`src/rtl/mul_div_unit_if.sv`:
```
// Issue/result bundle between the pipeline hazard logic and the iterative
// multiply/divide unit; the unit sits on the slave side.
interface mul_div_unit_if #(
    parameter int WIDTH = 32
);
    logic             start;
    logic [1:0]       op;
    logic [WIDTH-1:0] lvalue;
    logic [WIDTH-1:0] rvalue;
    logic             flush;
    logic             hi_we;
    logic             lo_we;
    logic [WIDTH-1:0] wdata;
    logic             busy;
    logic             done;
    logic             div_zero;
    logic [WIDTH-1:0] hi;
    logic [WIDTH-1:0] lo;

    modport master (
        output start, op, lvalue, rvalue, flush, hi_we, lo_we, wdata,
        input  busy, done, div_zero, hi, lo
    );

    modport slave (
        input  start, op, lvalue, rvalue, flush, hi_we, lo_we, wdata,
        output busy, done, div_zero, hi, lo
    );
endinterface

```
`src/rtl/mul_div_unit.sv`:
```
// Iterative MULT/MULTU/DIV/DIVU engine producing one bit per cycle into the
// architectural HI/LO pair, with direct MTHI/MTLO writes while idle.
module mul_div_unit #(
    parameter int WIDTH = 32,
    parameter int CNT_W = 6
) (
    input  logic           clock,
    input  logic           reset_n,
    mul_div_unit_if.slave  bus
);
    typedef enum logic [1:0] {S_IDLE, S_RUN, S_DONE} state_t;

    localparam logic signed [WIDTH-1:0] ZERO_S = '0;

    state_t               r_state, w_state_nx;
    logic [CNT_W-1:0]     r_cnt;
    logic [2*WIDTH-1:0]   r_acc, w_acc_nx, w_prod;
    logic [WIDTH-1:0]     r_opnd, r_hi, r_lo, w_res_hi, w_res_lo;
    logic [WIDTH-1:0]     w_lmag, w_rmag;
    logic [WIDTH:0]       w_sum, w_shift, w_trial;
    logic signed [WIDTH-1:0] w_lval_s, w_rval_s;
    logic r_is_div, r_neg, r_lneg, r_dz, r_div_zero;
    logic w_lneg, w_rneg, w_accept, w_launch, w_last, w_finish;

    function automatic logic [WIDTH-1:0] neg_if(input logic [WIDTH-1:0] v, input logic neg);
        return neg ? -v : v;
    endfunction

    assign w_lval_s = bus.lvalue;
    assign w_rval_s = bus.rvalue;
    assign w_lneg   = bus.op[0] && (w_lval_s < ZERO_S);
    assign w_rneg   = bus.op[0] && (w_rval_s < ZERO_S);
    assign w_lmag   = neg_if(bus.lvalue, w_lneg);
    assign w_rmag   = neg_if(bus.rvalue, w_rneg);

    assign w_accept = (r_state != S_RUN);
    assign w_launch = w_accept && bus.start && !bus.flush;
    assign w_last   = (r_cnt == CNT_W'(WIDTH - 1));
    assign w_finish = (r_state == S_RUN) && w_last && !bus.flush;

    // Shared accumulator: {partial product, multiplier} or {remainder, quotient}
    always_comb begin
        w_sum   = {1'b0, r_acc[2*WIDTH-1:WIDTH]} + {1'b0, r_opnd & {WIDTH{r_acc[0]}}};
        w_shift = {r_acc[2*WIDTH-1:WIDTH], r_acc[WIDTH-1]};
        w_trial = w_shift - {1'b0, r_opnd};
        if (!r_is_div)
            w_acc_nx = {w_sum, r_acc[WIDTH-1:1]};
        else if (!w_trial[WIDTH])
            w_acc_nx = {w_trial[WIDTH-1:0], r_acc[WIDTH-2:0], 1'b1};
        else
            w_acc_nx = {r_acc[2*WIDTH-2:0], 1'b0};
    end

    // Sign fix-up on the final step; a zero divisor forces an all-ones quotient
    always_comb begin
        w_prod = r_neg ? -w_acc_nx : w_acc_nx;
        if (r_is_div) begin
            w_res_lo = r_dz ? '1 : neg_if(w_acc_nx[WIDTH-1:0], r_neg);
            w_res_hi = neg_if(w_acc_nx[2*WIDTH-1:WIDTH], r_lneg);
        end else begin
            w_res_hi = w_prod[2*WIDTH-1:WIDTH];
            w_res_lo = w_prod[WIDTH-1:0];
        end
    end

    always_ff @(posedge clock) begin
        if (w_launch) begin
            r_acc    <= {{WIDTH{1'b0}}, (bus.op[1] ? w_lmag : w_rmag)};
            r_opnd   <= bus.op[1] ? w_rmag : w_lmag;
            r_is_div <= bus.op[1];
            r_neg    <= w_lneg ^ w_rneg;
            r_lneg   <= w_lneg;
            r_dz     <= bus.op[1] && (bus.rvalue == '0);
        end else if (r_state == S_RUN) begin
            r_acc <= w_acc_nx;
        end
    end

    always_ff @(posedge clock or negedge reset_n) begin
        if (!reset_n) begin
            r_cnt      <= '0;
            r_hi       <= '0;
            r_lo       <= '0;
            r_div_zero <= 1'b0;
        end else begin
            r_div_zero <= 1'b0;
            if (w_launch)
                r_cnt <= '0;
            else if (r_state == S_RUN)
                r_cnt <= r_cnt + CNT_W'(1);
            if (w_finish) begin
                r_hi       <= w_res_hi;
                r_lo       <= w_res_lo;
                r_div_zero <= r_dz;
            end else if (w_accept && !bus.start) begin
                if (bus.hi_we) r_hi <= bus.wdata;
                if (bus.lo_we) r_lo <= bus.wdata;
            end
        end
    end

    always_ff @(posedge clock or negedge reset_n) begin
        if (!reset_n) r_state <= S_IDLE;
        else          r_state <= w_state_nx;
    end

    always_comb begin
        w_state_nx = r_state;
        case (r_state)
            S_RUN: begin
                if (bus.flush)   w_state_nx = S_IDLE;
                else if (w_last) w_state_nx = S_DONE;
            end
            default: w_state_nx = w_launch ? S_RUN : S_IDLE;
        endcase
    end

    always_comb begin
        bus.busy = 1'b0;
        bus.done = 1'b0;
        case (r_state)
            S_RUN:   bus.busy = 1'b1;
            S_DONE:  bus.done = 1'b1;
            default: ;
        endcase
    end

    assign bus.div_zero = r_div_zero;
    assign bus.hi       = r_hi;
    assign bus.lo       = r_lo;
endmodule

```
`src/flat_wrapper.sv`:
```
// flat-port wrapper written by rule: the top's interface ports become plain ports
module mul_div_unit_flat 
#(
    parameter int WIDTH = 32,
    parameter int CNT_W = 6
)
  (clock, reset_n, bus_start, bus_op, bus_lvalue, bus_rvalue, bus_flush, bus_hi_we, bus_lo_we, bus_wdata, bus_busy, bus_done, bus_div_zero, bus_hi, bus_lo);
  mul_div_unit_if #(.WIDTH(WIDTH)) bus_i ();
  input  logic clock;
  input  logic reset_n;
  input wire logic [$bits(bus_i.start)-1:0] bus_start;
  input wire logic [$bits(bus_i.op)-1:0] bus_op;
  input wire logic [$bits(bus_i.lvalue)-1:0] bus_lvalue;
  input wire logic [$bits(bus_i.rvalue)-1:0] bus_rvalue;
  input wire logic [$bits(bus_i.flush)-1:0] bus_flush;
  input wire logic [$bits(bus_i.hi_we)-1:0] bus_hi_we;
  input wire logic [$bits(bus_i.lo_we)-1:0] bus_lo_we;
  input wire logic [$bits(bus_i.wdata)-1:0] bus_wdata;
  output wire logic [$bits(bus_i.busy)-1:0] bus_busy;
  output wire logic [$bits(bus_i.done)-1:0] bus_done;
  output wire logic [$bits(bus_i.div_zero)-1:0] bus_div_zero;
  output wire logic [$bits(bus_i.hi)-1:0] bus_hi;
  output wire logic [$bits(bus_i.lo)-1:0] bus_lo;
  assign bus_i.start = bus_start;
  assign bus_i.op = bus_op;
  assign bus_i.lvalue = bus_lvalue;
  assign bus_i.rvalue = bus_rvalue;
  assign bus_i.flush = bus_flush;
  assign bus_i.hi_we = bus_hi_we;
  assign bus_i.lo_we = bus_lo_we;
  assign bus_i.wdata = bus_wdata;
  assign bus_busy = bus_i.busy;
  assign bus_done = bus_i.done;
  assign bus_div_zero = bus_i.div_zero;
  assign bus_hi = bus_i.hi;
  assign bus_lo = bus_i.lo;
  mul_div_unit #(.WIDTH(WIDTH), .CNT_W(CNT_W)) u_core (.clock(clock), .reset_n(reset_n), .bus(bus_i));
endmodule
```
`config.mk`:
```
export PLATFORM = sky130hd
export DESIGN_NAME = mul_div_unit_flat
export DESIGN_NICKNAME = d
export VERILOG_FILES = /design/src/rtl/mul_div_unit_if.sv /design/src/rtl/mul_div_unit.sv /design/src/flat_wrapper.sv
export SDC_FILE = /design/constraint.sdc
export NUM_CORES = 1
export LEC_CHECK = 0
export BUFFER_PORTS_ARGS = -buffer_cell sky130_fd_sc_hd__buf_2
export CORE_ASPECT_RATIO = 1.4
export CORE_UTILIZATION = 25
export CTS_CLUSTER_DIAMETER = 80
export CTS_CLUSTER_SIZE = 12
export DETAILED_ROUTE_END_ITERATION = 16
export GPL_ROUTABILITY_DRIVEN = 0
export PLACE_DENSITY = 0.5
export RECOVER_POWER = 100
export SLEW_MARGIN = 10
export SYNTH_ARGS = -nofsm -noshare
export SYNTH_HDL_FRONTEND = slang
export SYNTH_SLANG_ARGS = --single-unit
```
`constraint.sdc`:
```
create_clock -name clock -period 7.7 [get_ports clock]
set_clock_uncertainty 0.15 [all_clocks]
set_input_delay 1.155 -clock clock [delete_from_list [all_inputs] [get_ports clock]]
set_output_delay 1.155 -clock clock [all_outputs]
set_load 0.005 [all_outputs]
```
==> impl_metrics.tcl <==
set metrics [dict create \
    status "finished with violations" \
    violations "capacitance limit, slew limit" \
    cts_made_buffers 17 \
    worst_path_max_delay_cell "clkbuf_1" \
    cts_resized 0 \
    fin_cells 2982 \
    crit_path_max_incr_delay_ns 0.93 \
    core_area_um2 64500 \
    num_vias 16500 \
    path_cells "inv_1, ha_1, fa_1, nand2b_1, a21oi_1, o2111a_1, or3_1, nor3_1, clkbuf_1, nor2_1, clkbuf_1, a221oi_1, a211oi_2, nand4_1, o41ai_2, xnor2_1, a21oi_1" \
    grt_pass1_wl_mm 104 \
    yosysWarnings 0 \
    row_count 110 \
    async_flop_share_pct 42.2 \
    p_leak_nw 7.41 \
    clk_pin_slew_ns 0.08 \
    critPathKind "flop to flop" \
    drtAntennaViolNets 0 \
    place_hpwl_mm 56.6 \
    start_util_pct 25.4 \
    viasPerCell 5.53 \
    ys_dominant_reg_cell "dfrtp_1" \
    h-tree-depth 4 \
    fin_util_pct 28.5 \
    insertion_delay_ns 0.47 \
    antenna_found_initial 1 \
    crit_path_start_kind "flop" \
    synth-simple-area-share_pct 20.7 \
    synthTopCellsByArea "edfxtp_1 (12%), dfrtp_1 (11%), a21oi_1 (5.7%)" \
    crit_path_end_kind "flop" \
    tns_ns 0 \
    finalCriticalPeriod_ns 6.97 \
    synth_area_um2 16400 \
    grt_pass1_vias 16200 \
    cts_tree "yes" \
    drive_gt1_share_pct 10.2 \
    synth_top_family_by_area "compound AO/OA/AOI/OAI gates" \
    placed_area_um2 18000 \
    reg2reg_depth 17 \
    overflow 0 \
    drv_cap 9 \
    n_antenna_cell 0 \
    setup_viol 0 \
    dr.pass1.iters 5 \
    rrSetupSlack_ns 0.73 \
    ir_worst_vdd_uv 160 \
    dp_cells 2950 \
    drt_iter0_markers 1422 \
    synth_edf_count 68 \
    clock_path_buffers 2 \
    synth_mux_area_share_pct 5.95 \
    fp.dieArea_um2 66700 \
    multi_input_area_um2 11000 \
    whs_ns 0.378 \
    cp.required_ns 7.82 \
    grt_max_degree 76 \
    crit_buf_inv 3 \
    clock-root-buffer "clkbuf_16" \
    io_buffers 170 \
    critPathMaxFanout 19 \
    synthToLayoutAreaGrowth_pct 12.2 \
    syn_nets 2209 \
    yosys.cell_count.top_type "nand2_1" \
    drc_errors 0 \
    seqCellArea_um2 4510 \
    wire_per_inst_um 23.6 \
    max-slew-margin-rel_pct -180 \
    reg2reg_from "u_core.r_acc[31]$_DFFE_PP_" \
    dieHeight_um 305 \
    synth_xor_area_share_pct 8.01 \
    worstReg2RegEnd "u_core.bus.hi[25]$_DFFE_PN0P_" \
    postCtsSetupBuffers 0 \
    final_nets 2304 \
    die_w_um 219 \
    hold_path.class "flop to flop" \
    yosys.area.top_type "edfxtp_1" \
    wl_mm 70.4 \
    yosys.cell_types.count 99 \
    timing.final.crit_share_pct 90.5 \
    synth_compound_area_share_pct 27.2 \
    min_from "u_core.r_cnt[3]$_DFFE_PN0P_" \
    grt_usage_pct 20.9 \
    hold_path_depth 1 \
    syn_inst 2034 \
    stdcell_area_um2 18400 \
    io_pins 171 \
    avgSynthCellArea_um2 8.07 \
    cp_top_family "compound AO/OA/AOI/OAI gates" \
    min_to "u_core.r_cnt[3]$_DFFE_PN0P_" \
    synth_top_area_share_pct 12.4 \
    synth_seq_cells 173 \
    synth_fa_ha_area_share_pct 5.51 \
    cts_hold_buffers 0 \
    worst_pin_slew_ns 4.20 \
    arrival_ns 7.08 \
    slew_viol_final 398 \
    power.total_mw 5.44 \
    cts.sinks 173 \
    seq_area_frac_synth_pct 27.5 \
    num-fill-cells 6960 \
    power_density_nw_per_um2 296 \
    pre_cts_ws_ns 1.51 \
    grt_setup_unrepaired "false" \
    setup_slack_ns 0.731 \
    netlist_top_cells_count "nand2_1 (233), a21oi_1 (186), nor2_1 (133), o21ai_0 (114), mux2i_1 (93)" \
    fmax_ghz 0.143 \
    hold_violations 0 \
]
## where the power goes
| part | switching [mW] | internal [mW] |
|---|---|---|
| sequential | 0.176 | 1.13 |
| clock | 0.436 | 0.488 |
| combinational | 2.13 | 1.08 |
| total | 2.74 | 2.70 |
## cells in the final DEF (no fill, tap or decap), types with 8 or more instances in the layout
cell	netlist	final
or4_1	8	8
or2_2	11	11
o211ai_1	21	21
a31oi_1	26	26
and3_1	34	34
a21oi_1	186	186
mux2i_1	93	93
nor2b_1	9	9
o21ai_0	114	114
xor2_1	62	62
a32oi_1	33	33
o21bai_1	9	9
buf_4	7	17
dfxtp_1	32	32
o21a_1	29	29
o41ai_1	6	8
a211oi_1	45	45
a22o_1	17	17
o21ai_1	8	8
xnor2_1	88	88
nand3_1	36	37
nand4_1	28	28
nand2_1	233	232
nor3b_1	9	9
dfrtp_1	73	73
or3_1	25	26
nand2b_1	12	12
nor2_1	133	133
ha_1	69	69
and2_1	45	39
buf_2	19	124
clkbuf_1	77	59
clkbuf_16	0	17
o31ai_1	17	18
inv_1	74	76
nor3_1	51	52
nor4_1	14	15
edfxtp_1	68	68
o22ai_1	11	11
a21o_1	33	33
## cell type report
cell class / count / area share, %
Multi-Input combinational cell: 1661 / 59.8
Sequential cell: 173 / 24.5
Tap cell: 840 / 5.71
Timing Repair Buffer: 199 / 5.24
Clock buffer: 19 / 2.35
Inverter: 77 / 1.57
Clock inverter: 13 / 0.842
## flip-flops by register name, summed over array words and instances (netlist names), 2 cells and up
| register | count |
|---|---|
| u_core.bus.hi | 32 |
| u_core.bus.lo | 32 |
| u_core.r_acc | 64 |
| u_core.r_cnt | 6 |
| u_core.r_opnd | 32 |
| u_core.r_state | 2 |
## how the worst max path moves through the flow
stage / start / depth (start not counted) / end / slack [ns]
6_report: u_core.r_acc[31]$_DFFE_PP_ / 17 / u_core.bus.hi[25]$_DFFE_PN0P_ / 0.73
5_1_grt: u_core.r_acc[31]$_DFFE_PP_ / 17 / u_core.bus.hi[31]$_DFFE_PN0P_ / 0.52
3_3_place_gp: u_core.r_acc[31]$_DFFE_PP_ / 25 / u_core.bus.hi[22]$_DFFE_PN0P_ / 1.63
3_5_place_dp: u_core.r_acc[31]$_DFFE_PP_ / 25 / u_core.bus.hi[22]$_DFFE_PN0P_ / 1.51
2_1_floorplan: u_core.r_is_div$_DFFE_PP_ / 23 / u_core.bus.hi[22]$_DFFE_PN0P_ / 2.35
4_1_cts: u_core.r_acc[31]$_DFFE_PP_ / 25 / u_core.bus.hi[22]$_DFFE_PN0P_ / 1.48
## kinds of logic (layout without fill, tap and decap cells)
family	count (synthesis)	count (layout)
xor gates and xnor gates	150	150
DFF	173	173
AOI/OAI and AO/OA	661	661
and+or+nand+nor	682	682
buffers and inverters	200	308
adders and majority gates	71	71
muxes	97	97
## per-layer routing
layer	vias to the layer above	wire length [um]	global-route usage (%)	part of all wire (%)
li1	7757	-	-	-
met1	7981	25600	22.3	36
met2	600	36100	37.3	51
met3	163	3040	2.49	4.3
met4	2	5740	15.3	8.1
met5	-	13	0	0.018
No activity file was read; power rests on OpenSTA's default activity.
